<file path="src/rtl/alu_sequencer_if.sv">
// Request/response bus between the system side and alu_sequencer.
// master = bus-side requester, slave = the sequencer.
interface alu_sequencer_if #(
    parameter int SIZE = 4
) ();
    localparam int FULL_SIZE = 2 * SIZE;

    // Valid/ready: a transfer occurs on a rising edge where valid && ready are both 1.
    // Once valid is raised, the sender holds valid and its payload stable until that edge.
    logic                 req_valid;
    logic                 req_ready;
    logic [3:0]           req_command;
    logic [SIZE-1:0]      req_a;
    logic [SIZE-1:0]      req_b;

    logic                 rsp_valid;
    logic                 rsp_ready;
    logic [FULL_SIZE-1:0] rsp_result;
    logic                 rsp_overflow;
    logic                 rsp_error;

    modport master (
        output req_valid, req_command, req_a, req_b, rsp_ready,
        input  req_ready, rsp_valid, rsp_result, rsp_overflow, rsp_error
    );

    modport slave (
        input  req_valid, req_command, req_a, req_b, rsp_ready,
        output req_ready, rsp_valid, rsp_result, rsp_overflow, rsp_error
    );
endinterface

</file>
<file path="src/rtl/alu_sequencer.sv">
// Front end for the combinational alu: takes one op per request handshake, drives the alu
// for two cycles, captures its result and returns it on the response port with counters.
module alu_sequencer #(
    parameter int SIZE  = 4,
    parameter int CNT_W = 8
) (
    input  logic                  clk,
    input  logic                  rst_n,
    alu_sequencer_if.slave        bus,
    output logic                  alu_enable,
    output logic [3:0]            alu_command,
    output logic [SIZE-1:0]       alu_a,
    output logic [SIZE-1:0]       alu_b,
    input  logic                  alu_overflow,
    input  logic [2*SIZE-1:0]     alu_result,
    output logic [CNT_W-1:0]      op_count,
    output logic [CNT_W-1:0]      ovf_count,
    output logic [1:0]            dbg_state
);
    localparam int FULL_SIZE = 2 * SIZE;
    localparam logic [3:0]       MAX_OPCODE = 4'd8;
    localparam logic [CNT_W-1:0] CNT_MAX    = '1;

    typedef enum logic [1:0] {
        IDLE    = 2'd0,
        DRIVE   = 2'd1,
        CAPTURE = 2'd2,
        RESPOND = 2'd3
    } state_t;

    state_t               state;
    logic [3:0]           cmd_q;
    logic [SIZE-1:0]      a_q;
    logic [SIZE-1:0]      b_q;
    logic                 enable_q;
    logic                 rsp_valid_q;
    logic [FULL_SIZE-1:0] rsp_result_q;
    logic                 rsp_overflow_q;
    logic                 rsp_error_q;

    always_ff @(posedge clk or negedge rst_n) begin
        if (!rst_n) begin
            state          <= IDLE;
            cmd_q          <= '0;
            a_q            <= '0;
            b_q            <= '0;
            enable_q       <= 1'b0;
            rsp_valid_q    <= 1'b0;
            rsp_result_q   <= '0;
            rsp_overflow_q <= 1'b0;
            rsp_error_q    <= 1'b0;
            op_count       <= '0;
            ovf_count      <= '0;
        end else begin
            case (state)
                IDLE: begin
                    if (bus.req_valid) begin
                        cmd_q <= bus.req_command;
                        a_q   <= bus.req_a;
                        b_q   <= bus.req_b;
                        if (bus.req_command <= MAX_OPCODE) begin
                            state    <= DRIVE;
                            enable_q <= 1'b1;
                        end else begin
                            // Illegal opcode never reaches the alu; answer with an error at once.
                            state          <= RESPOND;
                            rsp_valid_q    <= 1'b1;
                            rsp_result_q   <= '0;
                            rsp_overflow_q <= 1'b0;
                            rsp_error_q    <= 1'b1;
                        end
                    end
                end
                DRIVE: begin
                    state <= CAPTURE;
                end
                CAPTURE: begin
                    // Inputs have been steady for a whole cycle, so the alu output has settled.
                    rsp_result_q   <= alu_result;
                    rsp_overflow_q <= alu_overflow;
                    rsp_error_q    <= 1'b0;
                    rsp_valid_q    <= 1'b1;
                    enable_q       <= 1'b0;
                    state          <= RESPOND;
                end
                RESPOND: begin
                    if (bus.rsp_ready) begin
                        rsp_valid_q <= 1'b0;
                        state       <= IDLE;
                        if (op_count != CNT_MAX) begin
                            op_count <= op_count + CNT_W'(1);
                        end
                        if (rsp_overflow_q && (ovf_count != CNT_MAX)) begin
                            ovf_count <= ovf_count + CNT_W'(1);
                        end
                    end
                end
                default: begin
                    state <= IDLE;
                end
            endcase
        end
    end

    // Gated by rst_n so ready stays low while reset is held.
    assign bus.req_ready    = rst_n && (state == IDLE);
    assign bus.rsp_valid    = rsp_valid_q;
    assign bus.rsp_result   = rsp_result_q;
    assign bus.rsp_overflow = rsp_overflow_q;
    assign bus.rsp_error    = rsp_error_q;

    assign alu_enable  = enable_q;
    assign alu_command = cmd_q;
    assign alu_a       = a_q;
    assign alu_b       = b_q;
    assign dbg_state   = state;
endmodule

</file>
<file path="src/flat_wrapper.sv">
// flat-port wrapper written by rule: the top's interface ports become plain ports
module alu_sequencer_flat 
#(
    parameter int SIZE  = 4,
    parameter int CNT_W = 8
)
  (clk, rst_n, alu_enable, alu_command, alu_a, alu_b, alu_overflow, alu_result, op_count, ovf_count, dbg_state, bus_req_valid, bus_req_command, bus_req_a, bus_req_b, bus_rsp_ready, bus_req_ready, bus_rsp_valid, bus_rsp_result, bus_rsp_overflow, bus_rsp_error);
  alu_sequencer_if #(.SIZE(SIZE)) bus_i ();
  input  logic clk;
  input  logic rst_n;
  output logic alu_enable;
  output logic [3:0] alu_command;
  output logic [SIZE-1:0] alu_a;
  output logic [SIZE-1:0] alu_b;
  input  logic alu_overflow;
  input  logic [2*SIZE-1:0] alu_result;
  output logic [CNT_W-1:0] op_count;
  output logic [CNT_W-1:0] ovf_count;
  output logic [1:0] dbg_state;
  input wire logic [$bits(bus_i.req_valid)-1:0] bus_req_valid;
  input wire logic [$bits(bus_i.req_command)-1:0] bus_req_command;
  input wire logic [$bits(bus_i.req_a)-1:0] bus_req_a;
  input wire logic [$bits(bus_i.req_b)-1:0] bus_req_b;
  input wire logic [$bits(bus_i.rsp_ready)-1:0] bus_rsp_ready;
  output wire logic [$bits(bus_i.req_ready)-1:0] bus_req_ready;
  output wire logic [$bits(bus_i.rsp_valid)-1:0] bus_rsp_valid;
  output wire logic [$bits(bus_i.rsp_result)-1:0] bus_rsp_result;
  output wire logic [$bits(bus_i.rsp_overflow)-1:0] bus_rsp_overflow;
  output wire logic [$bits(bus_i.rsp_error)-1:0] bus_rsp_error;
  assign bus_i.req_valid = bus_req_valid;
  assign bus_i.req_command = bus_req_command;
  assign bus_i.req_a = bus_req_a;
  assign bus_i.req_b = bus_req_b;
  assign bus_i.rsp_ready = bus_rsp_ready;
  assign bus_req_ready = bus_i.req_ready;
  assign bus_rsp_valid = bus_i.rsp_valid;
  assign bus_rsp_result = bus_i.rsp_result;
  assign bus_rsp_overflow = bus_i.rsp_overflow;
  assign bus_rsp_error = bus_i.rsp_error;
  alu_sequencer #(.SIZE(SIZE), .CNT_W(CNT_W)) u_core (.clk(clk), .rst_n(rst_n), .bus(bus_i), .alu_enable(alu_enable), .alu_command(alu_command), .alu_a(alu_a), .alu_b(alu_b), .alu_overflow(alu_overflow), .alu_result(alu_result), .op_count(op_count), .ovf_count(ovf_count), .dbg_state(dbg_state));
endmodule
</file>
<file path="config.mk">
export PLATFORM = sky130hd
export DESIGN_NAME = alu_sequencer_flat
export DESIGN_NICKNAME = d
export VERILOG_FILES = /design/src/rtl/alu_sequencer_if.sv /design/src/rtl/alu_sequencer.sv /design/src/flat_wrapper.sv
export SDC_FILE = /design/constraint.sdc
export NUM_CORES = 1
export LEC_CHECK = 0
export ABC_CLOCK_PERIOD_IN_PS = 4600
export BUFFER_PORTS_ARGS = -buffer_cell sky130_fd_sc_hd__buf_2
export CAP_MARGIN = 20
export CORE_UTILIZATION = 48
export DETAILED_ROUTE_END_ITERATION = 7
export PLACE_DENSITY = 0.77
export SLEW_MARGIN = 20
export SYNTH_ARGS = -nofsm -noshare
export SYNTH_HDL_FRONTEND = slang
export SYNTH_SLANG_ARGS = --single-unit
</file>
<file path="constraint.sdc">
create_clock -name clk -period 4.6 [get_ports clk]
set_input_delay 0.69 -clock clk [delete_from_list [all_inputs] [get_ports clk]]
set_output_delay 0.69 -clock clk [all_outputs]
set_load 0.02 [all_outputs]
</file>
==> summary.txt, run 1 <==
Route
  – Routed len/inst: 12.5 um
  – Initial DRC Count: 100
  – DR DRC count: 0
  – Post-detailed-route count of antenna-violating nets: 0
  – Total Routed Length: 3760 um
  – Vias: 1561
  – Via density: 5.19
  – Drt first pass iters: 4

Synthesis
  – Synth area leaders: dfrtp_1 (52%), mux2_2 (8.4%), o21ai_2 (4.3%)
  – Largest family of logic cells by synthesized area: simple AND/OR/NAND/NOR gates
  – Synthesized flop and latch total: 42
  – Library cells used by synthesis: 34
  – Multiplexer share of the synthesized area: 11.0%
  – Synth Warn #: 0
  – Syn Nets: 210
  – Synth Area in XOR/XNOR: 1.74%
  – Area leader, netlist: dfrtp_1
  – Synth Area in Adders: ~3.7%
  – Post-synthesis cell count: 179
  – Simple-gate portion of the synthesized area: 14.8%
  – Yosys top cell area share: 52.1%
  – Mapped Avg Cell Area: 11.3 um^2
  – Mapped cell area: 0.00202 mm^2
  – Complex-gate fraction of the synthesized area: 12.6%
  – Sequential area share after synthesis: 52.1%

Worst setup path
  – Levels on crit path: 4
  – Crit-path slowest cell: ha_1
  – Largest delay contributor family on the critical path: adder cells
  – Critical path class: register to output pin
  – Critical-path cell list: inv_1 > ha_1 > and2_1 > buf_2
  – Worst-path fanout max: 11
  – Worst Reg-to-Reg Cells: 6
  – Critical Path End Type: output pin
  – Critical Path RT: 3.91 ns
  – CP arrival: between 1.5 and 2 ns
  – Critical Path Source Type: register
  – Buf/Inv on CP: 2
  – CP max stage delay: roughly 0.43 ns

STA
  – Tmin final: approximately 2.3 ns
  – Slew @ Worst Pin: slightly below 0.6 ns
  – Unrepaired setup endpoints after global routing: no
  – Fmax: 0.442 GHz
  – Final setup fails: 0
  – Crit share post-route: 49.2%
  – Final hold violation count: 0
  – Fin. max-slew vios: 0
  – Post-Route Setup TNS: 0 ns
  – Worst clock skew: between 0.009 and 0.01 ns
  – Slew margin rel.: 60.7%

Clock network
  – TritonCTS clock tree: yes
  – Cts hold-fix bufs: 0
  – Post-CTS Setup Inserts: 0
  – Root buf cell: clkbuf_8
  – Post-CTS sizing: 0
  – H-Tree Depth: 2
  – Clk_lat worst skew: roughly 0.30 ns
  – CTS Buf Count: 5
  – CTS Buffer Depth: 2
  – CTS sink cnt: between 40 and 50
  – CTS clk-pin slew, worst paths: 0.08 ns

Global routing
  – GRT overflow: 0
  – Initial antenna violation count: 0
  – Vias in the first global route: ~1400
  – Largest net degree at the start of global routing: 44
  – Global-route wire length before repair: 6110 um
  – GRT Util Overall: 18.8%

Finish
  – Diodes inserted: 0
  – Fin nets: 281
  – Share of layout cells above drive strength 1: 41.8%
  – Area growth, synth to finish: 24.1%
  – Finished Layout Cells: 301

Power and ir drop
  – Max IR drop VDD: between 0.4 and 0.5 mV
  – Tot Pwr: 1.56 mW
  – Power per cell area: 625 mW/mm^2
  – LEAKAGE: 1.26 nW

Floorplanning
  – Row cnt: 23
  – Die Wd: between 60 and 70 um
  – I/O pins: between 60 and 70
  – Full die area: 0.00446 mm^2
  – Starting density of the core: 50.1%
  – Core Region: 0.00403 mm^2
  – Die Height: 66.8 um

Place
  – Post-DP HPWL: 2670 um
  – Port buffer count: 67
  – Placed insts: 293
  – GPL Wtd Cong: 0.754

Run
  – MaxCap Viol Count: 0

Outcome
  – Outcome: completed

Hold path
  – HP Class: input port to async pin
## flip-flops by register name (all words and copies together) (netlist names)
register,count
u_core.alu_command,4
u_core.alu_enable,1
u_core.bus.rsp_valid,1
u_core.op_count,8
u_core.dbg_state,2
u_core.alu_b,4
u_core.alu_a,4
u_core.bus.rsp_overflow,1
u_core.ovf_count,8
u_core.bus.rsp_error,1
u_core.bus.rsp_result,8
## cell families after synthesis
group	Yosys count
XOR/XNOR	4
AO/OA/AOI/OAI	32
flip-flops	42
adder cells (fa/ha/maj)	6
multiplexers	20
buffers and inverters	18
AND/OR/NAND/NOR	57
## power breakdown
part | switching [mW] | internal [mW] | total [mW]
sequential | 0.0957 | 0.499 | 0.595
combinational | 0.425 | 0.270 | 0.695
clock | 0.123 | 0.152 | 0.275
## synthesized netlist by cell type
cell	instances
a21oi_1	6
a22oi_4	1
a31oi_1	4
a41oi_1	1
and2_1	2
and3_1	6
and4_1	2
buf_2	2
buf_4	1
buf_6	1
dfrtp_1	42
ha_1	6
inv_1	14
mux2_1	2
mux2_2	15
mux2i_1	3
nand2_1	11
nand2_2	1
nand2b_1	3
nand3_1	16
nand3_2	1
nand4_1	4
nor2_1	7
nor2b_1	3
nor3_1	1
o21a_1	2
o21ai_0	4
o21ai_2	10
o21bai_1	1
o31a_1	1
o31ai_4	1
o32ai_1	1
xnor2_1	3
xor2_1	1
## layer usage
layer  global-route usage, %  wire length [um]
met5                       0                 0
met4                    7.18                57
met3                    6.68               240
met2                    28.3              1650
met1                    24.4              1810
## final timing paths
check | startpoint | to | slack [ns]
min | rst_n | u_core.op_count[7] | 0.44
max | u_core.dbg_state[0] | bus_req_ready | 2.34
min in group clk | u_core.alu_command[0] | u_core.alu_command[0] | 0.50
max in group asynchronous | rst_n | u_core.alu_enable | 3.78
min reg2reg | u_core.alu_command[0] | u_core.alu_command[0] | 0.50
max reg2reg | u_core.dbg_state[0] | u_core.bus.rsp_result[0] | 2.46
## cells in the final DEF (no fill, tap or decap), types with 6 or more instances in the layout
cell / netlist / routed
nor2_1: 7 / 7
clkbuf_8: 0 / 8
inv_1: 14 / 14
nand2_1: 11 / 11
a21oi_1: 6 / 6
buf_2: 2 / 67
mux2_2: 15 / 15
and3_1: 6 / 6
o21ai_2: 10 / 10
dfrtp_1: 42 / 42
nand3_1: 16 / 16
ha_1: 6 / 6
## stage by stage
| step | setup slack (ns) | utilization (%) | area [um^2] | hold WS (ns) |
|---|---|---|---|---|
| global placement | 2.30 | 59.4 | 2390 | 0.484 |
| finish | 2.34 | 62.1 | 2500 | 0.445 |
| CTS | 2.30 | 62.1 | 2500 | 0.470 |
| floorplan | 2.77 | - | 2020 | 0.394 |
| global route | 2.20 | 62.1 | 2500 | 0.489 |
| detailed placement | 2.31 | 59.4 | 2390 | 0.489 |
## layout make-up
| class | instances | area [um^2] |
|---|---|---|
| clock buffers | 8 | 110 |
| fillers | 349 | 1530 |
| inverters | 14 | 52.6 |
| multi-input cells | 119 | 885 |
| flip-flops and latches | 42 | 1050 |
| well taps | 50 | 62.6 |
| repair buffers | 68 | 343 |
(Power assumes the default switching activity.)
==> run 2: changes to the inputs <==
- ABC_CLOCK_PERIOD_IN_PS: 4600 -> 2080
- CORE_UTILIZATION: 48 -> 45
- PLACE_DENSITY: 0.77 -> 0.75
- clock period: 4.6 -> 2.08 ns (I/O delays scaled with it)
==> summary.txt, run 2 (same netlist as run 1, synthesis figures left out) <==
Place
  – Placed insts: 296
  – Port buffer count: 67
  – Placement Cell Area: around 0.0024 mm^2
  – Post-DP HPWL: 2850 um
  – GPL Wtd Cong: around 0.77

Floorplanning
  – Core Region: 0.00414 mm^2
  – Die Height: 69.0 um
  – Full die area: approximately 0.0048 mm^2
  – Row cnt: 23
  – Die Wd: between 60 and 70 um
  – I/O pins: 68
  – Starting density of the core: around half

Route
  – Post-detailed-route count of antenna-violating nets: 0
  – Total Routed Length: around 3900 um
  – Routed len/inst: 12.7 um
  – Vias: between 1500 and 2000
  – DR DRC count: 0
  – Initial DRC Count: 75
  – Via density: 5.19
  – Drt first pass iters: 4

Finish
  – Most common cell after layout, fill and taps aside: buf_2
  – Finished Layout Cells: 304
  – Cell area after layout: approximately 0.0025 mm^2
  – Util after Layout: 60.5%
  – Share of layout cells above drive strength 1: a little over two fifths
  – Most frequent cells in the layout: buf_2 (67), dfrtp_1 (42), nand3_1 (16), mux2_2 (15), inv_1 (14)
  – Area growth, synth to finish: 24.3%
  – Fin nets: 284
  – Diodes inserted: 0

STA
  – Unrepaired setup endpoints after global routing: no
  – Fin. max-slew vios: 0
  – Min Hold Slack: 0.108 ns
  – Worst clock skew: 0.00506 ns
  – Post-Route Setup TNS: 0 ns
  – Slew margin rel.: between 60% and 70%
  – Crit share post-route: 91.0%
  – Final hold violation count: 0
  – Fmax: 0.528 GHz
  – Tmin final: 1.89 ns
  – Slew @ Worst Pin: 0.523 ns
  – Final setup fails: 0

Clock network
  – CTS Buf Count: 5
  – TritonCTS clock tree: yes
  – H-Tree Depth: 2
  – Root buf cell: clkbuf_8
  – CTS Buffer Depth: 2
  – CTS clk-pin slew, worst paths: 0.08 ns
  – CTS sink cnt: 42
  – Post-CTS Setup Inserts: 0
  – Post-CTS sizing: 0
  – Cts hold-fix bufs: 0
  – Clk_lat worst skew: 0.29 ns

Outcome
  – Outcome: completed

Power and ir drop
  – Max IR drop VDD: 0.870 mV
  – LEAKAGE: 1.26 nW
  – Power per cell area: 1370 mW/mm^2

Worst setup path
  – Crit-path slowest cell: ha_1
  – Critical-path cell list: inv_1 > ha_1 > and2_1 > buf_2
  – Critical Path Source Type: register
  – CP arrival: 1.58 ns
  – CP max stage delay: 0.43 ns
  – Largest delay contributor family on the critical path: adder cells
  – Critical path class: register to output pin
  – Worst r2r src: u_core.dbg_state[0]
  – Buf/Inv on CP: 2
  – Critical Path End Type: output pin
  – Critical Path RT: 1.77 ns
  – Crit path from: u_core.dbg_state[0]
  – Worst-path fanout max: 11

Global routing
  – Vias in the first global route: 1473
  – Initial antenna violation count: 0
  – GRT Util Overall: 18.9%
  – Largest net degree at the start of global routing: 43
  – GRT overflow: 0
  – Global-route wire length before repair: between 6000 and 7000 um

Run
  – MaxCap Viol Count: 0

Hold path
  – HP Class: input port to async pin
-- run 2: cell types whose count changed in the layout (fill, tap and decap cells not counted) --
cell and delta:
buf_4 +3, clkbuf_1 +1, clkbuf_8 -2, clkinv_2 +1
-- run 2: final timing paths --
path | endpoint | slack (ns) | cells after the start
min in group clk | u_core.alu_b[0] | 0.25 | 2
max in group asynchronous | u_core.alu_a[1] | 1.61 | 2
worst max register to register | u_core.bus.rsp_result[3] | 0.35 | 7
worst min-delay path | u_core.ovf_count[5] | 0.11 | 2
worst min register to register | u_core.alu_a[3] | 0.50 | 1
worst max-delay path | bus_req_ready | 0.19 | 4
-- run 2: power by group --
| part | leakage, nW | internal, mW | switching [mW] |
|---|---|---|---|
| combinational | 0.689 | 0.630 | 0.950 |
| clock | 0.0482 | 0.268 | 0.265 |
| sequential | 0.527 | 1.10 | 0.207 |
| total | 1.26 | 2.00 | 1.42 |
-- run 2: metrics by stage --
step	setup WS [ns]	power, mW
floorplan	0.346	2.44
global placement	0.426	2.89
detailed placement	0.348	2.93
CTS	0.169	3.48
global route	0.0930	3.68
finish	0.186	3.42
-- run 2: area by class of cell --
cell class / instances / area, um^2
Clock buffer: 7 / 86.3
Clock inverter: 1 / 5.00
Fill cell: 379 / 1640
Inverter: 14 / 52.6
Multi-Input combinational cell: 119 / 885
Sequential cell: 42 / 1050
Tap cell: 50 / 62.6
Timing Repair Buffer: 71 / 365
-- run 2: metal layers --
metal / track usage (%) / vias to the layer above / share of wire [%]
met5: 0 / - / 0
met1: 23.6 / 747 / 46
met4: 7.65 / 0 / 1.5
met2: 28.8 / 53 / 45
met3: 7.73 / 6 / 8.0
li1: - / 772 / -
==> run 3: changes to the inputs <==
- ABC_CLOCK_PERIOD_IN_PS: 2080 -> not set
- PLACE_DENSITY: 0.75 -> 0.82
==> summary.txt, run 3 (same netlist as run 1, synthesis figures left out) <==
Outcome
  – Outcome: completed

Worst setup path
  – Crit-path slowest cell: ha_1
  – Critical-path cell list: inv_1 > ha_1 > and2_1 > buf_2
  – CP arrival: roughly 1.6 ns
  – Critical path class: register to output pin
  – Worst Reg-to-Reg Cells: 7
  – Critical Path Source Type: register
  – CP max stage delay: around 0.42 ns
  – Critical Path End Type: output pin
  – Critical Path RT: 1.77 ns
  – Worst-path fanout max: 11

Route
  – Initial DRC Count: 119
  – DR DRC count: 0
  – Via density: 5.16
  – Total Routed Length: 3840 um
  – Routed len/inst: 12.7 um
  – Drt first pass iters: 4
  – Post-detailed-route count of antenna-violating nets: 0
  – Vias: between 1500 and 2000

Clock network
  – CTS clk-pin slew, worst paths: 0.08 ns
  – CTS Buf Count: 5
  – TritonCTS clock tree: yes
  – Post-CTS sizing: 0
  – Post-CTS Setup Inserts: 0
  – Clk_lat worst skew: 0.28 ns
  – CTS sink cnt: 42
  – CTS Buffer Depth: 2
  – H-Tree Depth: 2
  – Root buf cell: clkbuf_8
  – Cts hold-fix bufs: 0

STA
  – Crit share post-route: 90.6%
  – Slew @ Worst Pin: 0.525 ns
  – Unrepaired setup endpoints after global routing: no
  – Worst clock skew: between 0.008 and 0.009 ns
  – Slew margin rel.: 65.0%
  – Final hold violation count: 0
  – Final setup fails: 0
  – Tmin final: 1.88 ns
  – Final Worst Setup Slack: 0.195 ns
  – Post-Route Setup TNS: 0 ns
  – Fin. max-slew vios: 0
  – Min Hold Slack: roughly 0.099 ns
  – Fmax: 0.531 GHz

Place
  – Post-DP HPWL: 2900 um
  – Worst slack, placed: about 0.35 ns
  – Port buffer count: 67
  – GPL Wtd Cong: approximately 0.77
  – Placed insts: 296

Finish
  – Share of layout cells above drive strength 1: 42.3%
  – Most frequent cells in the layout: buf_2 (67), dfrtp_1 (42), nand3_1 (16), mux2_2 (15), inv_1 (14)
  – Finished Layout Cells: between 300 and 400
  – Diodes inserted: 0
  – Area growth, synth to finish: 25.4%
  – Most common cell after layout, fill and taps aside: buf_2
  – Fin nets: between 200 and 300

Global routing
  – Largest net degree at the start of global routing: 43
  – GRT Util Overall: 17.8%
  – GRT overflow: 0
  – Vias in the first global route: 1465
  – Global-route wire length before repair: about 6300 um
  – Initial antenna violation count: 0

Floorplanning
  – Full die area: 0.00475 mm^2
  – I/O pins: 68
  – Die Height: 69.0 um
  – Row cnt: 23
  – Starting density of the core: approximately half
  – Core Region: between 0.004 and 0.005 mm^2
  – Die Wd: 69.0 um

Power and ir drop
  – Sw Share: between 40% and 50%
  – LEAKAGE: 1.27 nW
  – Clock power share: 18.3%
  – Internal power: 2.12 mW
  – Combinational Power Share: 44.8%
  – Psw: 1.42 mW
  – Max IR drop VDD: 0.866 mV
  – Power share of the sequential group: 36.9%
  – Power per cell area: approximately 1400 mW/mm^2

Run
  – MaxCap Viol Count: 0

Hold path
  – HP Class: input port to async pin
==> run 3: layout make-up <==
class | count | area, um^2
inverter | 14 | 52.6
fill | 352 | 1620
tap | 50 | 62.6
timing repair buffer | 71 | 365
sequential | 42 | 1050
multi-input combinational | 119 | 885
clock inverter | 1 | 30.0
clock buffer | 6 | 82.6
==> run 3: path summary, 6_finish.rpt <==
check,start,end,slack (ns)
worst max-delay path,u_core.dbg_state[0],bus_req_ready,0.20
worst min-delay path,rst_n,u_core.op_count[4],0.1
worst max register to register,u_core.dbg_state[0],u_core.bus.rsp_result[7],0.34
worst min register to register,u_core.alu_command[1],u_core.alu_command[1],0.51
max in group asynchronous,rst_n,u_core.bus.rsp_error,1.60
min in group clk,bus_req_a[1],u_core.alu_a[1],0.26
==> run 3: critical path, delay by kind of cell, from the launching register on <==
kind                       cells  cell delay (ns)
DFF                            1             0.40
buffers and inverters          2             0.29
adders and majority gates      1             0.42
and+or+nand+nor                1             0.18
==> run 3: power by group through the flow <==
stage          Sequential, mW  Clock, mW  Combinational [mW]
3_3_place_gp             1.31          0                1.56
6_report                 1.31      0.646                1.59
4_1_cts                  1.31      0.667                1.61
5_1_grt                  1.35      0.693                1.74
2_1_floorplan            1.65          0               0.785
3_5_place_dp             1.32          0                1.61
==> run 3: stage by stage <==
stage / area, um^2 / power (mW) / util, %
after floorplan: 2020 / 2.44 / -
after CTS: 2530 / 3.59 / 61.0
after detailed placement: 2420 / 2.93 / 58.3
after global routing: 2530 / 3.78 / 61.0
after global placement: 2420 / 2.87 / 58.3
final: 2530 / 3.54 / 61.0
==> run 3: layer usage <==
| metal | track usage (%) | routed length [um] | up-vias |
|---|---|---|---|
| li1 | - | - | 771 |
| met1 | 22.5 | 1710 | 742 |
| met2 | 29.9 | 1860 | 45 |
| met3 | 4.61 | 232 | 5 |
| met4 | 5.36 | 38 | 0 |
| met5 | 0 | 0 | - |
